==> src/rtl/operand_fetch_unit.sv <==
// operand_fetch_unit: resolves one operand-fetch request (IMM/DIR/INDIR/REG)
// against a combinational register file and a pipelined synchronous RAM, and
// returns the value on a valid/ready response channel.
//
// Optional feature macro: OFU_ADDR_CHECK_EN. When defined, DIR/INDIR addresses
// with nonzero bits above RAM_ADDR_WIDTH are faulted (rsp_err=1, rsp_data=0,
// no RAM strobe). When undefined, addresses are truncated and rsp_err stays 0.
//
// Ports:
//   clk, rst                 clock (rising edge), async active-high reset
//   req_valid/req_ready      request handshake; req_mode, req_operand payload
//   reg_addr/reg_data        register file read (data combinational from addr)
//   ram_rd_en/ram_addr       one-cycle RAM read strobe and address
//   ram_data                 RAM data, valid RAM_LATENCY cycles after strobe
//   rsp_valid/rsp_ready      response handshake; rsp_data, rsp_err payload
//   busy                     high whenever the unit is not idle
module operand_fetch_unit #(
  parameter int unsigned MODE_WIDTH     = 2,
  parameter int unsigned RAM_DATA_WIDTH = 8,
  parameter int unsigned RAM_ADDR_WIDTH = 8,
  parameter int unsigned REG_DATA_WIDTH = 8,
  parameter int unsigned REG_ADDR_WIDTH = 4,
  parameter int unsigned OPERAND_WIDTH  = 8,
  parameter int unsigned DATA_WIDTH     = 8,
  parameter int unsigned RAM_LATENCY    = 1
) (
  input  logic                      clk,
  input  logic                      rst,
  input  logic                      req_valid,
  output logic                      req_ready,
  input  logic [MODE_WIDTH-1:0]     req_mode,
  input  logic [OPERAND_WIDTH-1:0]  req_operand,
  output logic [REG_ADDR_WIDTH-1:0] reg_addr,
  input  logic [REG_DATA_WIDTH-1:0] reg_data,
  output logic                      ram_rd_en,
  output logic [RAM_ADDR_WIDTH-1:0] ram_addr,
  input  logic [RAM_DATA_WIDTH-1:0] ram_data,
  output logic                      rsp_valid,
  input  logic                      rsp_ready,
  output logic [DATA_WIDTH-1:0]     rsp_data,
  output logic                      rsp_err,
  output logic                      busy
);

  localparam int unsigned CNT_W = 3;

  localparam logic [MODE_WIDTH-1:0] MODE_IMM   = MODE_WIDTH'(0);
  localparam logic [MODE_WIDTH-1:0] MODE_DIR   = MODE_WIDTH'(1);
  localparam logic [MODE_WIDTH-1:0] MODE_INDIR = MODE_WIDTH'(2);
  localparam logic [MODE_WIDTH-1:0] MODE_REG   = MODE_WIDTH'(3);

  typedef enum logic [2:0] {
    IDLE     = 3'd0,
    REG_RD   = 3'd1,
    RAM_RD   = 3'd2,
    RAM_WAIT = 3'd3,
    DONE     = 3'd4
  } state_t;

  state_t                    state_q, state_d;
  logic [MODE_WIDTH-1:0]     mode_q, mode_d;
  logic                      fault_q, fault_d;
  logic [CNT_W-1:0]          cnt_q, cnt_d;
  logic                      req_ready_q, req_ready_d;
  logic                      busy_q, busy_d;
  logic [REG_ADDR_WIDTH-1:0] reg_addr_q, reg_addr_d;
  logic                      ram_rd_en_q, ram_rd_en_d;
  logic [RAM_ADDR_WIDTH-1:0] ram_addr_q, ram_addr_d;
  logic                      rsp_valid_q, rsp_valid_d;
  logic [DATA_WIDTH-1:0]     rsp_data_q, rsp_data_d;
  logic                      rsp_err_q, rsp_err_d;

  // Address-range faults; only meaningful when the source is wider than the RAM address.
  logic dir_fault_c, ind_fault_c;
`ifdef OFU_ADDR_CHECK_EN
  if (OPERAND_WIDTH > RAM_ADDR_WIDTH) begin : g_dir_chk
    assign dir_fault_c = |req_operand[OPERAND_WIDTH-1:RAM_ADDR_WIDTH];
  end else begin : g_dir_nochk
    assign dir_fault_c = 1'b0;
  end
  if (REG_DATA_WIDTH > RAM_ADDR_WIDTH) begin : g_ind_chk
    assign ind_fault_c = |reg_data[REG_DATA_WIDTH-1:RAM_ADDR_WIDTH];
  end else begin : g_ind_nochk
    assign ind_fault_c = 1'b0;
  end
`else
  assign dir_fault_c = 1'b0;
  assign ind_fault_c = 1'b0;
`endif

  // Next-state and next-output decode; addresses default to 0 when unused.
  always_comb begin
    state_d     = state_q;
    mode_d      = mode_q;
    fault_d     = fault_q;
    cnt_d       = cnt_q;
    reg_addr_d  = '0;
    ram_rd_en_d = 1'b0;
    ram_addr_d  = '0;
    rsp_valid_d = rsp_valid_q;
    rsp_data_d  = rsp_data_q;
    rsp_err_d   = rsp_err_q;

    case (state_q)
      IDLE: begin
        if (req_valid) begin
          mode_d  = req_mode;
          fault_d = 1'b0;
          cnt_d   = '0;
          case (req_mode)
            MODE_REG, MODE_INDIR: begin
              state_d    = REG_RD;
              reg_addr_d = REG_ADDR_WIDTH'(req_operand);
            end
            MODE_DIR: begin
              state_d = RAM_RD;
              if (dir_fault_c) begin
                fault_d = 1'b1;
              end else begin
                ram_rd_en_d = 1'b1;
                ram_addr_d  = RAM_ADDR_WIDTH'(req_operand);
              end
            end
            default: begin
              state_d     = DONE;
              rsp_valid_d = 1'b1;
              rsp_data_d  = DATA_WIDTH'(req_operand);
              rsp_err_d   = 1'b0;
            end
          endcase
        end
      end
      REG_RD: begin
        if (mode_q == MODE_REG) begin
          state_d     = DONE;
          rsp_valid_d = 1'b1;
          rsp_data_d  = DATA_WIDTH'(reg_data);
          rsp_err_d   = 1'b0;
        end else begin
          state_d = RAM_RD;
          if (ind_fault_c) begin
            fault_d = 1'b1;
          end else begin
            ram_rd_en_d = 1'b1;
            ram_addr_d  = RAM_ADDR_WIDTH'(reg_data);
          end
        end
      end
      RAM_RD: begin
        // A faulted fetch passes through here without a strobe and reports the error.
        if (fault_q) begin
          state_d     = DONE;
          rsp_valid_d = 1'b1;
          rsp_data_d  = '0;
          rsp_err_d   = 1'b1;
        end else begin
          state_d = RAM_WAIT;
          cnt_d   = '0;
        end
      end
      RAM_WAIT: begin
        if (cnt_q == CNT_W'(RAM_LATENCY - 1)) begin
          state_d     = DONE;
          rsp_valid_d = 1'b1;
          rsp_data_d  = DATA_WIDTH'(ram_data);
          rsp_err_d   = 1'b0;
        end else begin
          cnt_d = cnt_q + CNT_W'(1);
        end
      end
      DONE: begin
        if (rsp_ready) begin
          state_d     = IDLE;
          rsp_valid_d = 1'b0;
        end
      end
      default: state_d = IDLE;
    endcase

    req_ready_d = (state_d == IDLE);
    busy_d      = (state_d != IDLE);
  end

  // State and registered outputs.
  always_ff @(posedge clk or posedge rst) begin
    if (rst) begin
      state_q     <= IDLE;
      mode_q      <= '0;
      fault_q     <= 1'b0;
      cnt_q       <= '0;
      req_ready_q <= 1'b1;
      busy_q      <= 1'b0;
      reg_addr_q  <= '0;
      ram_rd_en_q <= 1'b0;
      ram_addr_q  <= '0;
      rsp_valid_q <= 1'b0;
      rsp_data_q  <= '0;
      rsp_err_q   <= 1'b0;
    end else begin
      state_q     <= state_d;
      mode_q      <= mode_d;
      fault_q     <= fault_d;
      cnt_q       <= cnt_d;
      req_ready_q <= req_ready_d;
      busy_q      <= busy_d;
      reg_addr_q  <= reg_addr_d;
      ram_rd_en_q <= ram_rd_en_d;
      ram_addr_q  <= ram_addr_d;
      rsp_valid_q <= rsp_valid_d;
      rsp_data_q  <= rsp_data_d;
      rsp_err_q   <= rsp_err_d;
    end
  end

  assign req_ready = req_ready_q;
  assign busy      = busy_q;
  assign reg_addr  = reg_addr_q;
  assign ram_rd_en = ram_rd_en_q;
  assign ram_addr  = ram_addr_q;
  assign rsp_valid = rsp_valid_q;
  assign rsp_data  = rsp_data_q;
  assign rsp_err   = rsp_err_q;

endmodule

==> config.mk <==
export PLATFORM = sky130hd
export DESIGN_NAME = operand_fetch_unit
export DESIGN_NICKNAME = d
export VERILOG_FILES = /design/src/rtl/operand_fetch_unit.sv
export SDC_FILE = /design/constraint.sdc
export NUM_CORES = 1
export LEC_CHECK = 0
export BUFFER_PORTS_ARGS = -buffer_cell sky130_fd_sc_hd__buf_2
export CELL_PAD_IN_SITES_DETAIL_PLACEMENT = 2
export CELL_PAD_IN_SITES_GLOBAL_PLACEMENT = 2
export CORE_ASPECT_RATIO = 0.5
export CORE_MARGIN = 5
export CORE_UTILIZATION = 32
export CTS_CLUSTER_SIZE = 20
export DETAILED_ROUTE_END_ITERATION = 6
export PLACE_DENSITY = 0.82
export SYNTH_ARGS = -nofsm -noshare
export SYNTH_HDL_FRONTEND = slang
export SYNTH_SLANG_ARGS = --single-unit
==> constraint.sdc <==
create_clock -name clk -period 3.62 [get_ports clk]
set_input_delay 0.724 -clock clk [delete_from_list [all_inputs] [get_ports clk]]
set_output_delay 0.724 -clock clk [all_outputs]
set_load 0.02 [all_outputs]
## After elaboration in Yosys (flattened, before gate mapping)

Cells that the tools add are included.

- Flip-flop bits (word level): 33
- Input port bits: 30
- Output and inout bits: 25
- Word-level logic and storage cells: 76

- Add/sub/neg operators: 1
- Eq/ne operators: 14
- Muxes and demuxes: 36
- Bitwise logic cells: 1
- Reductions and logical operators: 13

Operators by type and width:

| kind | number |
|---|---|
| 8-bit two-way mux | 7 |
| 8-bit one-hot mux with 3 select lines | 1 |
| 3-bit two-way mux | 6 |
| 8-bit one-hot mux with 2 select lines | 1 |
| 3-bit one-hot mux with 5 select lines | 1 |
| 1-bit two-way mux | 12 |
| 4-bit two-way mux | 3 |
| 2-bit != test, second input constant | 6 |
| 3-bit zero test | 3 |
| 3-bit one-hot mux with 3 select lines | 1 |
| 7-bit AND reduction | 1 |
| 2-bit equality test, second input constant | 3 |
| 3-bit by 2-bit equality test with 1-bit output, second input constant | 2 |
| 3-bit one-hot mux with 2 select lines | 1 |
| 6-bit AND reduction | 1 |
| 3-bit nonzero test | 2 |
| 5-bit nonzero test | 1 |
| 1-bit one-hot mux with 4 select lines | 1 |
| 4-bit nonzero test | 1 |
| 3-bit by 1-bit adder with 3-bit output, second input constant | 1 |
| 3-bit by 1-bit equality test with 1-bit output, second input constant | 1 |
| 3-bit equality test, second input constant | 1 |
| 1-bit one-hot mux with 3 select lines | 1 |
| 3-bit AND reduction | 1 |
| 6 further kinds | 6 |

## Depth between registers and ports, before layout

- Depth in word-level cells: 6
- Mapped depth: 7
- Mapped depth without buffers: 6

## Worst setup path after synthesis

OpenSTA, ideal clock, no wires.

- Path type: input to register
- Start point: input req_valid
- End point: register busy_q, in the netlist busy
- Library setup time: 0.131 ns
- Arrival: 1.751 ns
- Required time: 3.489 ns
- Slack: 1.738 ns
- Stages: 5
- Path buffers: 1
- Path through: nor4b_4 -> and3b_4 -> buf_6 -> or2_4 -> or3_1

- Word-level cells in the longest chain between the ends: 3

Ends and longest elaborated chain:

| what | RTL line | text |
|---|---|---|
| from (decl) | 29 | `input logic req_valid,` |
| 3-bit two-way mux | 106 | `if (req_valid) begin` |
| 3-bit one-hot mux with 5 select lines | 104 | `case (state_q)` |
| 3-bit nonzero test | 181 | `busy_d = (state_d != IDLE);` |
| via busy_d | 65 | `logic busy_q, busy_d;` |
| to (signal assigned) | 205 | `busy_q <= busy_d;` |
| to (decl) | 65 |  |

The timed path passes the listed nets, and every way through them passes these cells.
A chain may end at the register's enable or synchronous reset.

## Worst setup path after layout

- Start point: register state_q[1]
- End point: register rsp_data_q[4], in the netlist rsp_data[4]

- Word-level cells in the longest chain between the ends: 3
- Elaborated cells on any way between the ends: 12
- Classes of those cells: eq/ne (7); mux (1); bitwise (1); reduce/logical (3)

Ends and longest elaborated chain:

| what | RTL line | text |
|---|---|---|
| from (decl) | 60 | `state_t state_q, state_d;` |
| from (signal assigned) | 200 | `state_q <= state_d;` |
| 3-bit by 2-bit equality test with 1-bit output, or another cell as far along | 104 |  |
| 4-bit nonzero test (no source line), or another cell as far along | - |  |
| 6-bit AND reduction (no source line) | - |  |
| to (signal assigned) | 210 | `rsp_data_q <= rsp_data_d;` |
| to (decl) | 70 | `logic [DATA_WIDTH-1:0] rsp_data_q, rsp_data_d;` |

Parallel ways exist; a longest one is shown, timed or not.

==> impl_metrics.env <==
export IMPL_status="finished, final reports clean"
export IMPL_initial_core_util_pct=34.1
export IMPL_cts_setup_buffers=0
export IMPL_synth_area_um2=1540
export IMPL_worstSkewPairLatency_ns=0.28
export IMPL_num_io_pins=55
export IMPL_synth_fp_nets=170
export IMPL_vias=1268
export IMPL_grt_max_degree=33
export IMPL_crit_path_start_kind="flip-flop"
export IMPL_hpwl_um=3340
export IMPL_final_common_cell="buf_2"
export IMPL_die_x_um=108
export IMPL_clkTransAtPathRegs_ns=0.07
export IMPL_cts_tree="yes"
export IMPL_wl_per_cell_um=18.1
export IMPL_ctsResizeCount=0
export IMPL_worstPathArrival_ns=2.59
export IMPL_synth_largest_area_cell="dfrtp_1"
export IMPL_fmax_mhz=418
export IMPL_final_nets=223
export IMPL_cts_buffers_inserted=5
export IMPL_diodes=0
export IMPL_rsz0062_at_grt="no"
export IMPL_gp_congestion=0.732
export IMPL_cap_violations=0
export IMPL_ys_ff_latch=32
export IMPL_drive_gt1_share_pct=35.4
export IMPL_setup_slack_ns=1.23
export IMPL_grt_pass1_vias=1457
export IMPL_crit_fanout=16
export IMPL_slew_viol_final=0
export IMPL_fin_crit_ns=2.39
export IMPL_core_um2=4530
export IMPL_cts_max_path_buffers=2
export IMPL_critPathKind="flip-flop to flip-flop"
export IMPL_async_flop_share_pct=100
export IMPL_viasPerCell=4.91
export IMPL_hold_violations=0
export IMPL_postSynthCellCount=138
export IMPL_die_y_um=59.1
export IMPL_setup_tns_ns=0
export IMPL_antenna_found_initial=0
export IMPL_grt_use_total_pct=15.5
export IMPL_cts_htree_levels=2
export IMPL_place_area_um2=1850
export IMPL_most_common_layout_cells="buf_2, dfrtp_1, mux2i_1, inv_1, nor2_1"
export IMPL_wl_um=4680
export IMPL_setup_viol_count_final=0
export IMPL_ctsHoldBuffers=0
export IMPL_dpl_worst_slack_ns=1.28
export IMPL_max_slew_margin_pct=46.3
export IMPL_power_density_nw_per_um2=815
export IMPL_ys_seq_area_share_pct=52.0
export IMPL_grt_pass1_wl_um=7610
export IMPL_worst_pin_slew_ns=0.805
export IMPL_drtIter0Drc=31
export IMPL_port_buffers=53
export IMPL_cts_sinks=32
export IMPL_end_kind="flip-flop"
export IMPL_cp_required_ns=3.82
export IMPL_syn2layout_area_growth_pct=25.5
export IMPL_fp_dieArea_um2=6390
export IMPL_cts_root_buffer="clkbuf_8"
export IMPL_ant_nets=0
export IMPL_final_area_um2=1940
export IMPL_overflow=0
export IMPL_avgSynthCellArea_um2=11.2
export IMPL_remaining_drc_errors=0
export IMPL_netlist_area_leader_share_pct=50.3
export IMPL_ys_warn_count=0
export IMPL_ys_types=35
export IMPL_fin_crit_sh_pct=66.0
export IMPL_peakVddDrop_mv=0.256
export IMPL_p_leak_nw=1.02
export IMPL_rows=17
export IMPL_yosys_top_cells_area="dfrtp_1, mux2i_1, a22o_1"
export IMPL_first_pass_iters=5
export IMPL_synth_edf_count=0
export IMPL_finalClockSkew_ns=0.00451
export IMPL_synthFlopType="dfrtp_1"
export IMPL_power_w=0.00158
export IMPL_hp_class="flip-flop to flip-flop"
[area by class of cell]
cell class	instances	area [um^2]
clock buffer	8	90.1
fill	492	2590
inverter	14	52.6
multi-input combinational	84	636
sequential	32	802
tap	66	82.6
timing repair buffer	54	273
[final timing paths]
kind	from	endpoint	slack, ns	cells past startpoint
min in group asynchronous	rst	rsp_data[6]	0.52	3
hold / removal	rsp_valid	rsp_valid	0.49	2
setup / recovery	state_q[1]	rsp_data[4]	1.23	3
max in group asynchronous	rst	req_ready	2.76	3
setup reg to reg	state_q[1]	rsp_data[4]	1.23	3
hold reg to reg	rsp_valid	rsp_valid	0.49	2
[power by group]
group	leakage [nW]	internal [W]	switching, W
logic	0.570	0.000279	0.000412
registers	0.407	0.000483	0.000117
clock network	0.0455	0.000155	0.000131
[kinds of logic after synthesis]
kind of cell	after synthesis	synth area share, %
simple gates	33	12.2
flops	32	52.0
compound gates	28	13.9
buf+inv	22	6.81
mux	20	13.1
fa+ha+maj	2	1.62
other cells	1	0.243
[metal layers]
| layer | track usage [%] | wire length [um] |
|---|---|---|
| met3 | 3.70 | 107 |
| met1 | 18.2 | 2010 |
| met4 | 3.78 | 40 |
| met5 | 0 | 0 |
| met2 | 29.2 | 2530 |
[through the flow]
stage	util (%)	hold WS, ns	cells
5_1_grt	42.7	0.545	258
2_1_floorplan	-	0.535	138
3_3_place_gp	40.7	0.487	250
4_1_cts	42.7	0.504	258
6_report	42.7	0.495	258
3_5_place_dp	40.7	0.493	250
[state kept, by name, indices dropped and copies added, names as in the netlist]
signal and cells:
rsp_data 8, mode_q 2, busy 1, cnt_q 3
req_ready 1, ram_rd_en 1, rsp_valid 1, ram_addr 8
reg_addr 4, state_q 3
[critical path: stages, from the launching register on]
cell and delay (ns):
dfrtp_1 0.67, a2111oi_4 0.86, a211o_1 0.51, mux2i_1 0.26
[synth_stat cells (2+ instances only)]
master     n
buf_6      2
o22ai_1    2
nor2_1    12
o211ai_1   2
ha_1       2
dfrtp_1   31
mux2_2     2
nand2_1    6
buf_2      3
o21bai_1   2
a22o_1     8
clkbuf_1   2
inv_1     13
and3_1     4
mux2i_1   18
a21oi_1   10
No activity file was read; power rests on OpenSTA's default activity.
